**config.mk**
```make
export PLATFORM = sky130hd
export DESIGN_NAME = piecewise_fixed
export DESIGN_NICKNAME = d
export VERILOG_FILES = /design/src/rtl/piecewise_fixed_pkg.sv /design/src/rtl/piecewise_fixed_mac.sv /design/src/rtl/piecewise_fixed.sv
export SDC_FILE = /design/constraint.sdc
export NUM_CORES = 1
export LEC_CHECK = 0
export CORE_ASPECT_RATIO = 0.6
export CORE_MARGIN = 1.5
export CORE_UTILIZATION = 47
export CTS_CLUSTER_SIZE = 40
export DETAILED_ROUTE_END_ITERATION = 10
export GPL_ROUTABILITY_DRIVEN = 0
export GPL_TIMING_DRIVEN = 0
export PLACE_DENSITY = 0.66
export SLEW_MARGIN = 20
export SYNTH_ARGS = -nofsm -noshare
export SYNTH_HDL_FRONTEND = slang
export SYNTH_HIERARCHICAL = 1
export SYNTH_SLANG_ARGS = --single-unit
```
**constraint.sdc**
```tcl
create_clock -name clk -period 21.9 [get_ports clk]
set_clock_uncertainty 0.05 [all_clocks]
set_input_delay 3.285 -clock clk [delete_from_list [all_inputs] [get_ports clk]]
set_output_delay 3.285 -clock clk [all_outputs]
set_load 0.02 [all_outputs]
```
**src/rtl/piecewise_fixed_pkg.sv**
```systemverilog
// Shared word/product/sum types and result-shaping helpers for the piecewise-linear evaluator.
// The widths here set the defaults for the piecewise_fixed WID/FBITS parameters.
package piecewise_fixed_pkg;

    localparam int FX_WID   = 16;
    localparam int FX_FBITS = 8;

    typedef logic signed [FX_WID-1:0]   word_t;
    typedef logic signed [2*FX_WID-1:0] prod_t;
    typedef logic signed [2*FX_WID:0]   sum_t;

    localparam word_t WORD_MAX = {1'b0, {(FX_WID-1){1'b1}}};
    localparam word_t WORD_MIN = {1'b1, {(FX_WID-1){1'b0}}};

    // The sum fits a word only when every bit from the word's sign bit upward matches.
    function automatic logic fx_ovf(input sum_t s);
        logic [FX_WID+1:0] upper;
        upper = s[2*FX_WID:FX_WID-1];
        return !((&upper) || (~|upper));
    endfunction

    function automatic word_t fx_sat(input sum_t s);
        if (fx_ovf(s))
            return s[2*FX_WID] ? WORD_MIN : WORD_MAX;
        return word_t'(s[FX_WID-1:0]);
    endfunction

    function automatic word_t fx_wrap(input sum_t s);
        return word_t'(s[FX_WID-1:0]);
    endfunction

endpackage

```
**src/rtl/piecewise_fixed_mac.sv**
```systemverilog
// fixp_mac: offset + (slope*x >>> FBITS), evaluated at full precision.
// The 2*WID+1-bit result cannot overflow for any WID-bit operands.
module fixp_mac #(
    parameter int WID   = 16,
    parameter int FBITS = 8
) (
    input  logic signed [WID-1:0] offset,
    input  logic signed [WID-1:0] slope,
    input  logic signed [WID-1:0] x,
    output logic signed [2*WID:0] s
);

    logic signed [2*WID-1:0] prod;
    logic signed [2*WID-1:0] prodShift;

    assign prod      = slope * x;
    assign prodShift = prod >>> FBITS;

    assign s = $signed({{(WID+1){offset[WID-1]}}, offset}) +
               $signed({prodShift[2*WID-1], prodShift});

endmodule

```
**src/rtl/piecewise_fixed.sv**
```systemverilog
// Signed fixed-point piecewise-linear evaluator: y = a0 + a1*x (x<0) else a2 + a3*x, one register stage.
// Optional PIECEWISE_FIXED_OVF_FLAG_EN adds an ovf output flagging sums outside the word range.
module piecewise_fixed
    import piecewise_fixed_pkg::*;
#(
    parameter int WID      = FX_WID,
    parameter int FBITS    = FX_FBITS,
    parameter bit SATURATE = 1'b1
) (
    input  logic                  clk,
    input  logic                  rst_n,
    input  logic signed [WID-1:0] x,
    input  logic signed [WID-1:0] a0,
    input  logic signed [WID-1:0] a1,
    input  logic signed [WID-1:0] a2,
    input  logic signed [WID-1:0] a3,
`ifdef PIECEWISE_FIXED_OVF_FLAG_EN
    output logic                  ovf,
`endif
    output logic signed [WID-1:0] y
);

    logic signed [WID-1:0] x_q, a0_q, a1_q, a2_q, a3_q;
    logic signed [WID-1:0] offset, slope;
    logic signed [2*WID:0] s;

    // Every operand is captured unconditionally; reset zeroes them, which makes y read 0.
    always_ff @(posedge clk or negedge rst_n) begin
        if (!rst_n) begin
            x_q  <= '0;
            a0_q <= '0;
            a1_q <= '0;
            a2_q <= '0;
            a3_q <= '0;
        end else begin
            x_q  <= x;
            a0_q <= a0;
            a1_q <= a1;
            a2_q <= a2;
            a3_q <= a3;
        end
    end

    // x == 0 has a clear sign bit and therefore uses the non-negative segment.
    assign offset = x_q[WID-1] ? a0_q : a2_q;
    assign slope  = x_q[WID-1] ? a1_q : a3_q;

    fixp_mac #(
        .WID   (WID),
        .FBITS (FBITS)
    ) u_mac (
        .offset (offset),
        .slope  (slope),
        .x      (x_q),
        .s      (s)
    );

    always_comb begin
        y = '0;
        if (SATURATE)
            y = fx_sat(s);
        else
            y = fx_wrap(s);
    end

`ifdef PIECEWISE_FIXED_OVF_FLAG_EN
    assign ovf = fx_ovf(s);
`endif

endmodule

```
* Word level (Yosys, flattened, before mapping)
Cells that the tools add are included.
Storage, ports and cells: logic and storage cells 15, output and inout port bits 16, register bits after elaboration 80, input bits 82
Operators by class: multiplexer cells 4, reductions and logical operators 4, multipliers 1, $add $sub $neg 1
Operators by type and width (number):
- $mux W16 | 4
- $mul A16 B16 Y32 | 1
- $add A16 B24 Y25 | 1
- $reduce_and A18 Y1 | 1
- $reduce_or A18 Y1 | 1
- $logic_not A1 Y1 | 1
- $logic_or A1 B1 Y1 | 1

* Longest topological paths before layout
Gate-level depths: netlist of run 1.
depth after elaboration 7, mapped depth 43, depth with buffers taken out 39

* By module
Netlist of run 1, hierarchy kept.
By module, submodules not included:
- fixp_mac | area each 10541.4 um^2, cells an instance 1170, times used 1
- piecewise_fixed | area each 2623.8 um^2, cells an instance 149, times used 1

* Worst setup path after synthesis of run 1
Ideal clock, no wire load.
kind register to output, start point register x_q[15], end point output port y[10], arrival 9892 ps, setup slack 8673 ps, cell stages (with the launch flop) 41, buffers on the path 5, cells stage by stage dfrtp_1 > clkbuf_1 > buf_1 > mux2_2 > clkbuf_1 > nand2_1 > inv_1 > fa_1 > inv_1 > fa_1 > fa_1 > inv_1 > fa_1 > fa_1 > inv_1 > fa_1 > inv_1 > ha_1 > [... 5 more ...] > o21a_1 > nor2_1 > o21bai_1 > xor2_1 > ha_1 > o21a_1 > a31o_2 > a311o_1 > o211ai_1 > a211oi_1 > o21ai_0 > a22o_1 > buf_4 > nand4_1 > or4_4 > o22ai_4 > buf_6 > a21o_1
On the way: word-level cells in the longest chain between the ends 7
RTL lines:
- from (decl) | line piecewise_fixed.sv:23 | logic signed [WID-1:0] x_q, a0_q, a1_q, a2_q, a3_q;
- from (signal assigned) | line piecewise_fixed.sv:30 | x_q <= '0;
- from (signal assigned) | line piecewise_fixed.sv:36 | x_q <= x;
- $mux W16 (*) | line piecewise_fixed.sv:46 | assign slope = x_q[WID-1] ? a1_q : a3_q;
- net slope[15] | line piecewise_fixed.sv:24 | logic signed [WID-1:0] offset, slope;
- $mul A16 B16 Y32 (*) | line piecewise_fixed_mac.sv:16 | assign prod = slope * x;
- $add A16 B24 Y25 (*) | line piecewise_fixed_mac.sv:19 | assign s = $signed({{(WID+1){offset[WID-1]}}, offset}) +
- net s[24] | line piecewise_fixed.sv:25 | logic signed [2*WID:0] s;
- $reduce_or A18 Y1 | line piecewise_fixed_pkg.sv:19 | return !((&upper) || (~|upper));
- $logic_not A1 Y1 | line piecewise_fixed_pkg.sv:19
- $logic_or A1 B1 Y1 | line piecewise_fixed_pkg.sv:19
- $mux W16 (*) | line piecewise_fixed_pkg.sv:25 | return word_t'(s[FX_WID-1:0]);
- to (decl) | line piecewise_fixed.sv:20 | output logic signed [WID-1:0] y
Mark *: on every way through the listed nets, which the timed path passes. The rest lies on a longest branch.

* Worst setup path in the final report of run 1
start point register x_q[15], end point output port y[11]
On the way: word-level cells in the longest chain between the ends 7
RTL lines (line):
- $mux W16 (*) | piecewise_fixed.sv:46
- net slope[4] | piecewise_fixed.sv:24
- $mul A16 B16 Y32 (*) | piecewise_fixed_mac.sv:16
- $add A16 B24 Y25 (*) | piecewise_fixed_mac.sv:19
- net s[23] | piecewise_fixed.sv:25
- $reduce_or A18 Y1 | piecewise_fixed_pkg.sv:19
- $logic_not A1 Y1 | piecewise_fixed_pkg.sv:19
- $logic_or A1 B1 Y1 (*) | piecewise_fixed_pkg.sv:19
- $mux W16 (*) | piecewise_fixed_pkg.sv:25
Marks and branches as above.

==> results.md, run 1 <==
- CTS tree: done
- Routed vias: around 9200
- Final nets: between 1500 and 2000
- Adder-cell share of the synthesized area: around half
- Mapped Cells: between 1000 and 1500
- Wire per inst: 18.6 um
- Xor and xnor fraction of the mapped netlist area: approximately 3.5%
- Clock-pin slew on the worst setup and hold paths: around 0.070 ns
- Number of diodes: 0
- Max Slew Vio Count: 0
- CP Capture Type: primary output
- Final setup violating endpoints: 0
- Drt first pass iters: 5
- Yosys warns: 6
- Worst-path fanout max: 10
- Area delta synth->final: 13.3%
- Seq cells post-synth: 80
- Critical Path AT: 12.84 ns
- Clock Sinks: 80
- Slowest-stage cell, CP: clkdlybuf4s50_1
- Number of I/O pins: a little under 100
- Mapped Area: roughly 13000 um^2
- Register area: ~2000 um^2
- Overall Global Routing Usage: roughly a quarter
- Post-route DRC: 0
- Fin cells: 1800
- Rel. slew slack: about 47%
- Tightest Hold Check Type: primary input to asynchronous set/reset pin
- Largest family of logic cells by synthesized area: adder cells
- Vias/cell: 5.12
- Worst-Margin Slew: between 0.8 and 0.9 ns
- Fin crit share: between 70% and 80%
- First-pass GRT wire length: approximately 55 mm
- Largest net degree at the start of global routing: 49
- Most used DFF post-synth: dfrtp_1
- Post-synthesis compound-gate area fraction: a little under 6%
- Post-synth EDFFs: 0
- Final ANT Viol Nets: 0
- Slowest stage delay, CP: approximately 0.61 ns
- Clock Path Buffers: 2
- Filler cells: 2475
- Fmax: around 0.062 GHz
- PortBufs: 97
- Num CTS Buffers: 9
- Post-Syn Nets: between 1500 and 2000
- Hold Fails Final Rpt: 0
- PostCTS Resize Cnt: 0
- Average size of a mapped cell: ~10 um^2
- Setup TNS: 0 ns
- Row Count: 47
- Antenna violations before repair: 0
- Die X-Extent: roughly 220 um
- Die area: a little under 30000 um^2
- WL final: between 30 and 40 mm
- Max H-tree Level: 3
- Post-Synth Simple-Gate Area: roughly 13%
- Multi-input gate area: 9840 um^2
- Share of cells above drive strength 1: roughly 5.2%
- Unrepaired setup endpoints after global routing: no
- Fin crit period: around 16 ns
- Placed instance count: between 1500 and 2000
- Cts hold-fix bufs: 0
- FFs w/ async S/R, synth: 100%
- Vias in the first global route: between 9000 and 10000
- Max-cap violations: 0
- Iteration-0 DRC Markers: between 600 and 700
- Setup Crit Path Kind: flop to primary output
- Starting Density: 47.8%
- Post-CTS Setup Repair Bufs: 0
- Core Region: ~28000 um^2
- Mux cell area share after synthesis: between 2 and 3%
- CP Launch Type: flop
- Total grt overflow: 0
- Post-synthesis sequential area ratio: 15.2%
- Netlist cell types: 51
- Worst Path Required: 18.57 ns
- DP HPWL: between 20 and 30 mm
- Final Util: 54.2%
- Die Y: about 130 um
- Setup WS pre-CTS: roughly 6.3 ns
- Final worst slack: about 5.7 ns
- Status: finished clean
- Root Driver: clkbuf_16
[cells in the final DEF, fill, tap and decap left out, types with 9 or more instances in the layout]
cell,netlist,routed
xor2_1,17,17
nor2_1,29,29
inv_1,296,296
mux2_2,32,32
and2_1,118,118
a21oi_1,27,27
clkbuf_16,0,9
buf_4,8,9
a21o_1,28,28
clkbuf_1,32,32
nand2_1,137,137
fa_1,262,262
ha_1,105,105
o21ai_0,12,12
dfrtp_1,80,80
clkdlybuf4s50_1,0,96
nand2b_1,10,10
xnor2_1,36,36
[sequential cells by signal (all words and copies together), names as in the netlist]
signal	count
a1_q	16
x_q	16
a2_q	16
a0_q	16
a3_q	16
[final timing paths]
kind                          from       end
worst max-delay path       x_q[15]     y[11]
worst min-delay path         rst_n  a1_q[14]
max in group asynchronous    rst_n   a1_q[1]
min in group clk            a0[15]  a0_q[15]
[cell usage after synthesis (3+ instances only)]
master / n / area share (%)
mux2_2: 32 / 2.7
nand2b_1: 10 / 0.48
o21a_1: 4 / 0.23
ha_1: 105 / 10
a31o_2: 3 / 0.20
xnor2_1: 36 / 2.4
o21bai_1: 7 / 0.40
nor2b_1: 3 / 0.14
nand3_1: 7 / 0.27
buf_4: 8 / 0.46
a211oi_1: 3 / 0.17
a21o_2: 5 / 0.33
nor2_1: 29 / 0.83
inv_1: 296 / 8.4
nor3_1: 4 / 0.15
clkbuf_1: 32 / 0.91
a21oi_1: 27 / 1.0
nor4_1: 6 / 0.29
and3_1: 4 / 0.19
buf_1: 5 / 0.14
xor2_1: 17 / 1.1
dfrtp_1: 80 / 15
o21ai_0: 12 / 0.46
nand4_1: 6 / 0.29
nand2_1: 137 / 3.9
a21o_1: 28 / 1.6
fa_1: 262 / 40
a31oi_1: 3 / 0.14
or3_1: 5 / 0.24
and2_1: 118 / 5.6
[per-layer routing]
layer,share of wire (%),global-route usage [%],up-vias
met2,39,32.4,413
li1,-,-,4197
met1,47,38.6,4574
met4,1.1,4.15,0
met5,0,0,-
met3,13,11.8,37
[layout make-up]
class                      instances  area share (%)
buffer                            47            1.44
multi-input combinational        896            65.9
inverter                         296            7.45
sequential                        80            13.4
tap                              367            3.08
clock buffer                       9            1.51
timing repair buffer              98            6.67
clock inverter                     7           0.511
[per-stage QoR]
stage | hold slack, ns | cell area (um^2)
floorplan | 2.94 | 13200
global placement | 3.68 | 14600
detailed placement | 3.23 | 14600
CTS | 2.82 | 14900
global route | 2.85 | 14900
finish | 2.82 | 14900
[kinds of logic after synthesis]
family          after synthesis
compound gates              109
mux                          32
simple gates                335
fa+ha+maj                   367
xor+xnor                     53
flops                        80
buf+inv                     343
[worst max-delay path: cells and delay by family, from the launching register on]
family / cells / cell delay, ns
simple gates: 10 / 3.01
fa+ha+maj: 8 / 3.32
xor+xnor: 2 / 0.31
mux: 1 / 0.42
buf+inv: 10 / 2.41
flops: 1 / 0.60
compound gates: 12 / 2.37
Power of run 1 is left out: the tool's default activity adds up to more than one toggle a clock period on the data nets, which glitch-free logic cannot reach.
==> inputs of run 2 (changes only) <==
--- a/config.mk
+++ b/config.mk
@@ -12,7 +12,7 @@
 export DETAILED_ROUTE_END_ITERATION = 10
 export GPL_ROUTABILITY_DRIVEN = 0
 export GPL_TIMING_DRIVEN = 0
-export PLACE_DENSITY = 0.66
+export PLACE_DENSITY = 0.69
 export SLEW_MARGIN = 20
 export SYNTH_ARGS = -nofsm -noshare
 export SYNTH_HDL_FRONTEND = slang
==> constraint.sdc (replaced) <==
create_clock -name clk -period 14.28 [get_ports clk]
set_clock_uncertainty 0.05 [all_clocks]
set_input_delay 2.142 -clock clk [delete_from_list [all_inputs] [get_ports clk]]
set_output_delay 2.142 -clock clk [all_outputs]
set_load 0.02 [all_outputs]
==> run 2 against run 1 <==
Final area increased by 0.55%; wire length decreased by 0.57%; flip-flop and latch count unchanged; setup slack got worse by 5.1 ns; largest cell class unchanged.
==> results.md, run 2 (same netlist as run 1, synthesis figures left out) <==
- Max Slew Vio Count: 0 (unchanged)
- Most frequent cells in the layout: inv_1, fa_1, nand2_1, and2_1, ha_1
- Final setup violating endpoints: 0 (unchanged)
- Final ANT Viol Nets: 0 (unchanged)
- Critical Path AT: 11.49 ns (-1.35 ns)
- Slowest stage delay, CP: 0.60 ns (about the same)
- First-pass GRT wire length: 55.3 mm (+1.4%)
- Largest net degree at the start of global routing: 44 (-10%)
- Unrepaired setup endpoints after global routing: no
- Cts hold-fix bufs: 0 (unchanged)
- Number of diodes: 0 (unchanged)
- Max H-tree Level: 3 (unchanged)
- Clock Sinks: 80 (unchanged)
- Routed vias: 9156 (-0.70%)
- Clock Path Buffers: 2 (unchanged)
- Most common cell after layout, fill and taps aside: inv_1
- Tightest Hold Check Type: primary input to asynchronous set/reset pin
- Status: finished clean
- Rel. slew slack: 50.0% (+3.4 points)
- Fmax: around 0.073 GHz
- Post-route DRC: 0 (unchanged)
- Starting Density: 47.8% (unchanged)
- WL final: 33.2 mm (-0.57%)
- Total grt overflow: 0 (unchanged)
- Row Count: 47 (unchanged)
- Placed instance count: 1784 (unchanged)
- Worst-Margin Slew: 0.745 ns (-0.0565 ns)
- Die Y: 133 um (unchanged)
- Final nets: 1878 (+0.053%)
- Wire per inst: 18.5 um (-0.62%)
- CTS tree: done
- Top cell by count, worst path: fa_1
- Number of I/O pins: 98 (unchanged)
- Clock-pin slew on the worst setup and hold paths: 0.07 ns (about the same)
- Root Driver: clkbuf_16
- Max-cap violations: 0 (unchanged)
- Vias in the first global route: 10100 (+3.2%)
- Setup Crit Path Kind: flop to primary output
- Antenna violations before repair: 0 (unchanged)
- Drt first pass iters: 5 (unchanged)
- Vias/cell: 5.08 (-0.76%)
- CP Launch Type: flop
- PortBufs: 97 (unchanged)
- Fin cells: 1801 (+0.056%)
- DP HPWL: 28.3 mm (-1.0%)
- Fin crit period: ~14 ns
- Die X-Extent: 219 um (unchanged)
- Share of cells above drive strength 1: 6.56% (+1.3 points)
- CP Capture Type: primary output
- Slowest-stage cell, CP: clkdlybuf4s50_1
- Worst Path Required: 12.09 ns (-6.48 ns)
- Iteration-0 DRC Markers: 617 (-3.4%)
- Die area: 29100 um^2 (unchanged)
- Num CTS Buffers: 9 (unchanged)
- Overall Global Routing Usage: 25.3% (+0.078 points)
- Area delta synth->final: 14.0%
- Setup TNS: 0 ns (unchanged)
- Core Region: 27500 um^2 (unchanged)
- Worst-path fanout max: 10 (unchanged)
- Fin crit share: a little over nine tenths
- Hold Fails Final Rpt: 0 (unchanged)
## run 2: cell types whose count changed in the layout (fill, tap and decap cells not counted), sizes merged
cell           change
dlymetal6s2s       +4
buf                +3
clkbuf             -1
inv                -1
clkdlybuf4s50      -4
## run 2: layer usage
metal	vias up	track usage (%)	routed length, um
met5	-	0	0
met4	0	3.42	224
met3	22	11.8	4320
met2	374	34.4	13300
met1	4570	37.4	15400
li1	4190	-	-
## run 2: through the flow
| step | utilization, % | hold WS, ns | worst slack, ns | instance area, um^2 |
|---|---|---|---|---|
| after floorplan | - | 1.80 | 2.20 | 13200 |
| after global placement | 53.0 | 2.54 | -0.141 | 14600 |
| after detailed placement | 53.1 | 2.11 | -0.246 | 14600 |
| after CTS | 54.4 | 1.71 | 0.0979 | 15000 |
| after global routing | 54.5 | 1.73 | 0.0420 | 15000 |
| final | 54.5 | 1.71 | 0.595 | 15000 |
## run 2: layout make-up
cell class                      instances  area [um^2]
Buffer                                 44          224
Clock buffer                           10          239
Clock inverter                          6         75.1
Fill cell                            2468        12500
Inverter                              296         1110
Multi-Input combinational cell        896         9860
Sequential cell                        80         2000
Tap cell                              367          459
Timing Repair Buffer                  102         1040
## run 2: path summary, 6_finish.rpt
check | from | to | slack [ns] | depth (start not counted)
max | x_q[15] | y[3] | 0.59 | 41
min | rst_n | a0_q[2] | 1.71 | 1
max in group asynchronous | rst_n | x_q[1] | 11.85 | 2
min in group clk | x[14] | x_q[14] | 2.15 | 1
## run 2: worst max-delay path, delay by kind of cell (launching register included)
kind | cells | cell delay [ns]
multiplexers | 1 | 0.46
flip-flops | 1 | 0.36
AND/OR/NAND/NOR | 9 | 2.36
XOR/XNOR | 1 | 0.17
AO/OA/AOI/OAI | 11 | 2.44
buffers and inverters | 11 | 2.01
adder cells (fa/ha/maj) | 8 | 3.32
## run 2: repair_timing
item / CTS / global route
resized for setup: 8 / 25
endpoints found under the setup margin: 15 / 15
buffers inserted: 2 / 2
pin swaps: 1 / 1
hold endpoints to repair: 0 / 0
Power of run 2 is left out for the same reason.
==> inputs of run 3 (changes only) <==
--- a/config.mk
+++ b/config.mk
@@ -12,7 +12,8 @@
 export DETAILED_ROUTE_END_ITERATION = 10
 export GPL_ROUTABILITY_DRIVEN = 0
 export GPL_TIMING_DRIVEN = 0
-export PLACE_DENSITY = 0.69
+export PLACE_DENSITY = 0.66
+export RECOVER_POWER = 50
 export SLEW_MARGIN = 20
 export SYNTH_ARGS = -nofsm -noshare
 export SYNTH_HDL_FRONTEND = slang
==> constraint.sdc (replaced) <==
create_clock -name clk -period 17.51 [get_ports clk]
set_clock_uncertainty 0.05 [all_clocks]
set_input_delay 2.6265 -clock clk [delete_from_list [all_inputs] [get_ports clk]]
set_output_delay 2.6265 -clock clk [all_outputs]
set_load 0.02 [all_outputs]
==> run 3 against run 2 <==
The flow now finishes with violations (capacitance limit, slew limit); critical path depth is 2 higher; count of clock-buffer cells in the layout is 1 lower; wire length is 0.58% higher; hold slack better by 0.95 ns; non-clock buffer count is 1 lower; highest routed layer unchanged; final area is 0.58% lower.
==> results.md, run 3 (same netlist as run 1, synthesis figures left out) <==
- Status: finished with violations
- Failing checks: capacitance limit, slew limit
- Core Region: 27500 um^2 (unchanged)
- Largest net degree at the start of global routing: 49 (+11%)
- Max Slew Vio Count: 33 (+33)
- Total grt overflow: 0 (unchanged)
- Routed vias: 9215 (+0.64%)
- Fmax: between 0.06 and 0.07 GHz
- Unrepaired setup endpoints after global routing: no
- Hold Fails Final Rpt: 0 (unchanged)
- WL final: 33.4 mm (+0.58%)
- Cts hold-fix bufs: 0 (unchanged)
- Root Driver: clkbuf_16
- Max H-tree Level: 3 (unchanged)
- Setup Crit Path Kind: flop to primary output
- Num CTS Buffers: 9 (unchanged)
- Vias in the first global route: 9790 (-3.1%)
- Iteration-0 DRC Markers: 646 (+4.7%)
- Filler cells: 2477 (+0.36%)
- CP Capture Type: primary output
- Overall Global Routing Usage: 25.2% (-0.078 points)
- Worst Path Required: 14.83 ns (+2.74 ns)
- CTS tree: done
- Row Count: 47 (unchanged)
- Worst Hold Depth: 1
- Final ANT Viol Nets: 0 (unchanged)
- CP Launch Type: flop
- Area delta synth->final: 13.3%
- Slowest-stage cell, CP: clkdlybuf4s50_1
- Clock Sinks: 80 (unchanged)
- Critical Path AT: 12.82 ns (+1.33 ns)
- Final nets: 1877 (-0.053%)
- Post-CTS Setup Repair Bufs: 0 (-2)
- First-pass GRT wire length: 54.5 mm (-1.4%)
- Antenna violations before repair: 0 (unchanged)
- Rel. slew slack: -30.0% (-80 points)
- Max-cap violations: 1 (+1)
- Number of diodes: 0 (unchanged)
- Most frequent cells in the layout: inv_1, fa_1, nand2_1, and2_1, ha_1
- Number of I/O pins: 98 (unchanged)
- Die X-Extent: 219 um (unchanged)
- Drt first pass iters: 6 (+1)
- PortBufs: 97 (unchanged)
- Wire per inst: 18.6 um (+0.64%)
- Setup TNS: 0 ns (unchanged)
- Die Y: 133 um (unchanged)
- Worst-path fanout max: 10 (unchanged)
- Tightest Hold Check Type: primary input to flop
- Final setup violating endpoints: 0 (unchanged)
- Fin crit share: a little under 90%
- PostCTS Resize Cnt: 0 (-8)
- Share of cells above drive strength 1: 5.16% (-1.4 points)
- WHS Endpoint: a1_q[8]
- DP HPWL: 28.6 mm (+1.0%)
- Fin crit period: 15.50 ns
- Clock Path Buffers: 2 (unchanged)
- Crit path buf inv count: 10 (-1)
- Most common cell after layout, fill and taps aside: inv_1
- Post-route DRC: 0 (unchanged)
- Hold Path Origin: a1[8]
- Worst-Margin Slew: 1.95 ns (+1.20 ns)
- Vias/cell: 5.12 (+0.70%)
- Worst path top cell family by delay: adder cells
- Slowest stage delay, CP: 0.61 ns (about the same)
- Die area: 29100 um^2 (unchanged)
- Clock-pin slew on the worst setup and hold paths: 0.07 ns (about the same)
- Starting Density: 47.8% (unchanged)
## run 3: changes by cell type in the layout (fill, tap and decap cells not counted), sizes merged
cell,previous run,this run
buf,20,16
clkbuf,40,42
clkdlybuf4s50,92,40
dlygate4sd3,0,56
dlymetal6s2s,4,0
inv,298,299
## run 3: worst max path at each step
stage	from	to	slack (ns)	cells past startpoint
2_1_floorplan	x_q[15]	y[10]	4.94	40
3_3_place_gp	x_q[15]	y[6]	2.73	43
3_5_place_dp	x_q[15]	y[6]	2.62	43
4_1_cts	x_q[15]	y[6]	2.14	43
5_1_grt	x_q[15]	y[6]	1.19	43
6_report	x_q[15]	y[11]	2.01	43
## run 3: layout make-up
type | count | area (um^2) | share of cell area, %
Buffer | 47 | 215 | 1.44
Clock buffer | 9 | 225 | 1.51
Clock inverter | 7 | 76.3 | 0.512
Inverter | 296 | 1110 | 7.45
Multi-Input combinational cell | 896 | 9840 | 65.9
Sequential cell | 80 | 2000 | 13.4
Tap cell | 367 | 459 | 3.08
Timing Repair Buffer | 98 | 992 | 6.65
## run 3: layer usage
metal	vias to the layer above	track usage (%)	routed length, um
met5	-	0	0
met4	0	4.15	312
met3	28	11.8	4530
met2	416	32.4	12900
met1	4572	38.6	15700
li1	4199	-	-
## run 3: metrics by stage
| step | instances | util, % | worst slack, ns | cell area [um^2] | hold WS, ns |
|---|---|---|---|---|---|
| after floorplan | 1319 | - | 4.94 | 13200 | 2.28 |
| after global placement | 1783 | 53.0 | 2.73 | 14600 | 3.02 |
| after detailed placement | 1784 | 53.1 | 2.62 | 14600 | 2.57 |
| after CTS | 1800 | 54.2 | 2.14 | 14900 | 2.17 |
| after global routing | 1800 | 54.2 | 1.19 | 14900 | 2.66 |
| final | 1800 | 54.2 | 2.01 | 14900 | 2.66 |
Power of run 3 is left out for the same reason.
